--- src/rtl/mips_muldiv_pkg.sv ---
// rtl/mips_muldiv_pkg.sv - shared encodings and constants for the HI/LO multiply/divide unit
package mips_muldiv_pkg;

    localparam int ITER  = 32;
    localparam int CNT_W = 5;
    localparam logic [CNT_W-1:0] CNT_LAST = CNT_W'(ITER - 1);

    // wr_en bit positions
    localparam int WR_HI = 1;
    localparam int WR_LO = 0;

    localparam logic [1:0] OP_MULT  = 2'b00;
    localparam logic [1:0] OP_MULTU = 2'b01;
    localparam logic [1:0] OP_DIV   = 2'b10;
    localparam logic [1:0] OP_DIVU  = 2'b11;

    typedef enum logic [2:0] {
        S_IDLE,
        S_PREP,
        S_CALC,
        S_FIX,
        S_DONE
    } state_t;

    function automatic logic op_is_div(input logic [1:0] op);
        return op[1];
    endfunction

    // MULT and DIV (op[0] = 0) are the signed variants
    function automatic logic op_is_signed(input logic [1:0] op);
        return ~op[0];
    endfunction

endpackage

--- src/rtl/mips_muldiv_sign.sv ---
// rtl/mips_muldiv_sign.sv - combinational conditional two's-complement negate
// Ports:
//   val_i  in  WIDTH  value to pass through or negate
//   neg_i  in  1      1 = negate, 0 = pass through
//   res_o  out WIDTH  result; with neg_i = sign bit this is |val_i| as an unsigned value
module mips_muldiv_sign #(
    parameter int WIDTH = 32
) (
    input  logic [WIDTH-1:0] val_i,
    input  logic             neg_i,
    output logic [WIDTH-1:0] res_o
);

    localparam logic [WIDTH-1:0] ONE = {{(WIDTH-1){1'b0}}, 1'b1};

    assign res_o = neg_i ? (~val_i + ONE) : val_i;

endmodule

--- src/rtl/mips_muldiv.sv ---
// rtl/mips_muldiv.sv - iterative MULT/MULTU/DIV/DIVU unit driving the HI/LO write port
// Optional feature macro: MIPS_MULDIV_EARLY_EN (multiply exits CALC once remaining multiplier bits are zero).
// Ports:
//   clk, rst           clock; asynchronous active-high reset
//   start, op          launch an operation (00 MULT, 01 MULTU, 10 DIV, 11 DIVU), taken only when idle
//   src_a, src_b       multiplicand/dividend and multiplier/divisor
//   mt_en, mt_data     MTLO (bit0) / MTHI (bit1) forwarding, honoured only when idle without start
//   busy               operation in flight (registered)
//   wr_en              HI/LO write enables (bit1 HI, bit0 LO), one-cycle pulse
//   wr_hdata, wr_ldata HI and LO write data
module mips_muldiv
    import mips_muldiv_pkg::*;
(
    input  logic        clk,
    input  logic        rst,
    input  logic        start,
    input  logic [1:0]  op,
    input  logic [31:0] src_a,
    input  logic [31:0] src_b,
    input  logic [1:0]  mt_en,
    input  logic [31:0] mt_data,
    output logic        busy,
    output logic [1:0]  wr_en,
    output logic [31:0] wr_hdata,
    output logic [31:0] wr_ldata
);

    state_t             state_q, state_d;
    logic [CNT_W-1:0]   cnt_q, cnt_d;
    logic [1:0]         op_q, op_d;
    logic [31:0]        a_q, a_d;
    logic [31:0]        b_q, b_d;
    // Multiply: 64-bit product accumulator. Divide: {remainder, dividend/quotient}.
    logic [63:0]        acc_q, acc_d;
    logic               sgn_lo_q, sgn_lo_d;   // product / quotient sign
    logic               sgn_hi_q, sgn_hi_d;   // remainder sign
    logic               busy_q;
    logic [1:0]         wr_en_q, wr_en_d;
    logic [31:0]        wr_h_q, wr_h_d;
    logic [31:0]        wr_l_q, wr_l_d;

    // The two 32-bit helpers take absolute values of the operands in PREP and
    // are reused to sign-fix remainder (HI) and quotient (LO) in FIX.
    logic        in_fix;
    logic [31:0] sa_val, sb_val, sa_res, sb_res;
    logic        sa_neg, sb_neg;
    logic [63:0] prod_res;

    assign in_fix = (state_q == S_FIX);
    assign sa_val = in_fix ? acc_q[63:32] : a_q;
    assign sa_neg = in_fix ? sgn_hi_q : (op_is_signed(op_q) & a_q[31]);
    assign sb_val = in_fix ? acc_q[31:0] : b_q;
    assign sb_neg = in_fix ? sgn_lo_q : (op_is_signed(op_q) & b_q[31]);

    mips_muldiv_sign #(.WIDTH(32)) u_sign_a (.val_i(sa_val), .neg_i(sa_neg), .res_o(sa_res));
    mips_muldiv_sign #(.WIDTH(32)) u_sign_b (.val_i(sb_val), .neg_i(sb_neg), .res_o(sb_res));
    mips_muldiv_sign #(.WIDTH(64)) u_sign_p (.val_i(acc_q),  .neg_i(sgn_lo_q), .res_o(prod_res));

    // One multiply step: multiplier is shifted right each iteration, the
    // multiplicand is aligned by the iteration count.
    logic [63:0] mul_add;
    assign mul_add = acc_q + ({32'd0, a_q} << cnt_q);

    // One restoring-divide step; 34 bits so the borrow is an unambiguous sign.
    logic [33:0] div_trial;
    assign div_trial = {1'b0, acc_q[63:31]} - {2'b00, b_q};

    always_comb begin
        state_d  = state_q;
        cnt_d    = cnt_q;
        op_d     = op_q;
        a_d      = a_q;
        b_d      = b_q;
        acc_d    = acc_q;
        sgn_lo_d = sgn_lo_q;
        sgn_hi_d = sgn_hi_q;
        wr_en_d  = 2'b00;
        wr_h_d   = wr_h_q;
        wr_l_d   = wr_l_q;

        case (state_q)
            S_IDLE: begin
                if (start) begin
                    op_d    = op;
                    a_d     = src_a;
                    b_d     = src_b;
                    state_d = S_PREP;
                end else if (mt_en != 2'b00) begin
                    wr_en_d = mt_en;
                    wr_h_d  = mt_data;
                    wr_l_d  = mt_data;
                end
            end
            S_PREP: begin
                a_d      = sa_res;
                b_d      = sb_res;
                sgn_lo_d = op_is_signed(op_q) & (a_q[31] ^ b_q[31]);
                sgn_hi_d = op_is_signed(op_q) & a_q[31];
                acc_d    = op_is_div(op_q) ? {32'd0, sa_res} : 64'd0;
                cnt_d    = '0;
                state_d  = S_CALC;
`ifdef MIPS_MULDIV_EARLY_EN
                if (!op_is_div(op_q) && sb_res == 32'd0) begin
                    state_d = S_FIX;
                end
`endif
            end
            S_CALC: begin
                cnt_d = cnt_q + 1'b1;
                if (op_is_div(op_q)) begin
                    if (!div_trial[33]) begin
                        acc_d = {div_trial[31:0], acc_q[30:0], 1'b1};
                    end else begin
                        acc_d = {acc_q[62:0], 1'b0};
                    end
                end else begin
                    if (b_q[0]) begin
                        acc_d = mul_add;
                    end
                    b_d = {1'b0, b_q[31:1]};
                end
                if (cnt_q == CNT_LAST) begin
                    state_d = S_FIX;
                end
`ifdef MIPS_MULDIV_EARLY_EN
                if (!op_is_div(op_q) && b_q[31:1] == 31'd0) begin
                    state_d = S_FIX;
                end
`endif
            end
            S_FIX: begin
                cnt_d   = '0;
                wr_en_d = 2'b11;
                if (op_is_div(op_q)) begin
                    wr_h_d = sa_res;
                    wr_l_d = sb_res;
                end else begin
                    wr_h_d = prod_res[63:32];
                    wr_l_d = prod_res[31:0];
                end
                state_d = S_DONE;
            end
            S_DONE: begin
                state_d = S_IDLE;
            end
            default: begin
                state_d = S_IDLE;
            end
        endcase
    end

    always_ff @(posedge clk or posedge rst) begin
        if (rst) begin
            state_q  <= S_IDLE;
            cnt_q    <= '0;
            op_q     <= 2'b00;
            a_q      <= 32'd0;
            b_q      <= 32'd0;
            acc_q    <= 64'd0;
            sgn_lo_q <= 1'b0;
            sgn_hi_q <= 1'b0;
            busy_q   <= 1'b0;
            wr_en_q  <= 2'b00;
            wr_h_q   <= 32'd0;
            wr_l_q   <= 32'd0;
        end else begin
            state_q  <= state_d;
            cnt_q    <= cnt_d;
            op_q     <= op_d;
            a_q      <= a_d;
            b_q      <= b_d;
            acc_q    <= acc_d;
            sgn_lo_q <= sgn_lo_d;
            sgn_hi_q <= sgn_hi_d;
            busy_q   <= (state_d != S_IDLE);
            wr_en_q  <= wr_en_d;
            wr_h_q   <= wr_h_d;
            wr_l_q   <= wr_l_d;
        end
    end

    assign busy     = busy_q;
    assign wr_en    = wr_en_q;
    assign wr_hdata = wr_h_q;
    assign wr_ldata = wr_l_q;

endmodule

--- config.mk ---
export PLATFORM = sky130hd
export DESIGN_NAME = mips_muldiv
export DESIGN_NICKNAME = d
export VERILOG_FILES = /design/src/rtl/mips_muldiv_pkg.sv /design/src/rtl/mips_muldiv_sign.sv /design/src/rtl/mips_muldiv.sv
export SDC_FILE = /design/constraint.sdc
export NUM_CORES = 1
export LEC_CHECK = 0
export BUFFER_PORTS_ARGS = -buffer_cell sky130_fd_sc_hd__buf_2
export CAP_MARGIN = 20
export CORE_MARGIN = 4
export CORE_UTILIZATION = 46
export DETAILED_ROUTE_END_ITERATION = 7
export PLACE_DENSITY = 0.66
export SLEW_MARGIN = 20
export SYNTH_ARGS = -nofsm -noshare
export SYNTH_HDL_FRONTEND = slang
export SYNTH_SLANG_ARGS = --single-unit
--- constraint.sdc ---
create_clock -name clk -period 6.9 [get_ports clk]
set_input_delay 1.38 -clock clk [delete_from_list [all_inputs] [get_ports clk]]
set_output_delay 1.38 -clock clk [all_outputs]
set_load 0.01 [all_outputs]
==> results.sh <==
export IMPL_grt_overflow=0
export IMPL_grt_usage_pct=35.9
export IMPL_crit_chain="buf_4 -> mux2_2 -> o21ai_0 -> nor2_1 -> a21oi_1 -> mux2_2 -> mux2i_1 -> ha_1 -> a21oi_1 -> o21bai_1 -> a221oi_1 -> nand2_1 -> o21bai_1 -> o211ai_1 -> a21boi_0 -> xor2_1 -> o211ai_1"
export IMPL_drt_initial_drc_count=3263
export IMPL_synthSimpleGateAreaFrac_pct=19.2
export IMPL_slowest_stage="dfrtp_1"
export IMPL_synth_compound_area_share_pct=28.1
export IMPL_cts_tree="done"
export IMPL_postCtsResizedCells=0
export IMPL_grt_first_pass_wirelength_mm=139
export IMPL_final_hold_viol_count=0
export IMPL_maxCapViolations=0
export IMPL_io_buffers=169
export IMPL_pin_count=170
export IMPL_post_place_ws_ns=1.47
export IMPL_max_stage_delay_ns=0.58
export IMPL_synth_top_cell_by_area="dfrtp_1"
export IMPL_rsz0062_at_grt="false"
export IMPL_synth_mux_area_share_pct=10.0
export IMPL_wl_per_cell_um=27.7
export IMPL_timing_final_max_slew_violations=0
export IMPL_area_delta_synth_final_pct=9.95
export IMPL_end_kind="flip-flop"
export IMPL_min_period_over_period_pct=82.1
export IMPL_clockRootBuffer="clkbuf_16"
export IMPL_fin_nets=3045
export IMPL_hpwl_mm=73.6
export IMPL_yosysMostFrequentCell="nand2_1"
export IMPL_synth_seq_cells=207
export IMPL_h_tree_depth=1
export IMPL_start_util_pct=46.6
export IMPL_status="finished clean"
export IMPL_num_vias=23592
export IMPL_fin_skew_ns=0.0269
export IMPL_synth_nets=3023
export IMPL_min_period_ns=5.67
export IMPL_clock_latency_ns=0.58
export IMPL_chipHeight_um=225
export IMPL_cp_max_fo=34
export IMPL_grt_max_degree=103
export IMPL_ys_seq_area_share_pct=23.9
export IMPL_layout_drive_gt1_share_pct=12.6
export IMPL_syn_inst=2818
export IMPL_clock_sinks=207
export IMPL_hold_class="flip-flop to flip-flop"
export IMPL_row_count=79
export IMPL_synth_area_per_cell_um2=7.70
export IMPL_core_um2=46600
export IMPL_ys_types=88
export IMPL_worstMarginPinSlew_ns=1.16
export IMPL_synthTopCellsByCount="nand2_1, nor2_1, a21oi_1, o21ai_0, dfrtp_1"
export IMPL_crit_type="flip-flop to flip-flop"
export IMPL_synth_ff_type="dfrtp_1"
export IMPL_cts_max_path_buffers=3
export IMPL_crit_family="compound AO/OA/AOI/OAI gates"
export IMPL_start_kind="flip-flop"
export IMPL_drt_total_wl_mm=96.0
export IMPL_fillCellCount=4498
export IMPL_ys_warn_count=0
export IMPL_crit_required_ns=7.35
export IMPL_postCtsSetupRepairBufs=0
export IMPL_vias_per_cell=6.80
export IMPL_critPathBufInv=1
export IMPL_tns_ns=0
export IMPL_synthTopCellsByArea="dfrtp_1, mux2i_1, ha_1"
export IMPL_maxSlewHeadroom_pct=22.1
export IMPL_setup_slack_ns=1.23
export IMPL_synthXorXnorAreaFrac_pct=7.91
export IMPL_synth_top_area_share_pct=23.9
export IMPL_fp_dieW_um=225
export IMPL_synth_top_family_by_area="compound AO/OA/AOI/OAI gates"
export IMPL_synth_area_um2=21700
export IMPL_gp_congestion=1.12
export IMPL_antenna_found_initial=2
export IMPL_grt_pass1_vias=21902
export IMPL_finalSetupViolCount=0
export IMPL_first_pass_iters=8
export IMPL_clk_pin_slew_worst_paths_ns=0.07
export IMPL_dieArea_um2=50700
export IMPL_cts_inserted_buffers=26
export IMPL_fmax_mhz=177
export IMPL_synth_fa_ha_area_share_pct=5.95
export IMPL_async_flop_share_pct=100
export IMPL_drc=0
export IMPL_hold_buffers=0
export IMPL_arrival_ns=6.11
export IMPL_ant_nets=0
export IMPL_synth_edf_count=0
## metal layers
metal | wire (um) | part of all wire, % | global-route usage (%)
met3 | 12100 | 13 | 11.8
met2 | 39700 | 41 | 52.5
met5 | 134 | 0.14 | 1.04
met1 | 36500 | 38 | 45.9
met4 | 7550 | 7.9 | 22.2
## per-stage QoR
stage	hold slack, ns	util, %	instances	area (um^2)
after floorplan	0.462	-	2818	21700
after global placement	0.459	49.2	3419	22900
after detailed placement	0.468	49.2	3419	22900
after CTS	0.482	51.3	3467	23900
after global routing	0.507	51.3	3467	23900
final	0.476	51.3	3469	23900
## kinds of logic after synthesis
group | count (synthesis)
AOI/OAI and AO/OA | 957
xor gates and xnor gates | 196
muxes | 187
adders and majority gates | 102
DFF | 207
and+or+nand+nor | 884
buffers and inverters | 285
## area by class of cell
type / count / area, um^2 / share of cell area [%]
Antenna cell: 2 / 5.00 / 0.0210
Clock buffer: 31 / 699 / 2.93
Clock inverter: 17 / 268 / 1.12
Inverter: 60 / 231 / 0.970
Multi-Input combinational cell: 2326 / 15500 / 64.9
Sequential cell: 207 / 5180 / 21.7
Tap cell: 607 / 759 / 3.18
Timing Repair Buffer: 219 / 1230 / 5.17
## path summary, 6_finish.rpt
check	startpoint	end	depth (start not counted)	slack, ns
setup / recovery	cnt_q[1]	acc_q[54]	17	1.23
hold / removal	wr_ldata[3]	wr_ldata[3]	2	0.48
setup reg to reg	cnt_q[1]	acc_q[54]	17	1.23
hold reg to reg	wr_ldata[3]	wr_ldata[3]	2	0.48
max in group asynchronous	rst	op_q[1]	3	4.71
min in group asynchronous	rst	wr_ldata[12]	2	0.83
## tightest hold or removal path, delay by kind of cell, from the launching register on
family	cells	cell delay, ns
AOI/OAI and AO/OA	1	0.06
DFF	1	0.34
and+or+nand+nor	1	0.04
## layout by cell type, fill, tap and decap left out, types with 33 or more instances in the layout
| cell type | instances |
|---|---|
| a211oi_1 | 33 |
| a21o_1 | 57 |
| a21oi_1 | 234 |
| a22oi_1 | 69 |
| a31oi_1 | 47 |
| buf_2 | 169 |
| buf_4 | 49 |
| dfrtp_1 | 205 |
| ha_1 | 100 |
| inv_1 | 58 |
| mux2i_1 | 135 |
| nand2_1 | 305 |
| nand3_1 | 42 |
| nor2_1 | 237 |
| nor3_1 | 57 |
| o211ai_1 | 37 |
| o21ai_0 | 220 |
| o22ai_1 | 34 |
| o31ai_1 | 35 |
| xnor2_1 | 113 |
| xor2_1 | 83 |
## flip-flops by register name, indices dropped and copies added (netlist names)
register,count
acc_q,64
a_q,32
b_q,32
wr_hdata,32
wr_ldata,32
cnt_q,5
state_q,3
op_q,2
wr_en,2
busy,1
sgn_hi_q,1
sgn_lo_q,1
Power is not shown: default switching activity piles up to over one toggle a cycle in this logic, so the estimate is an artifact.
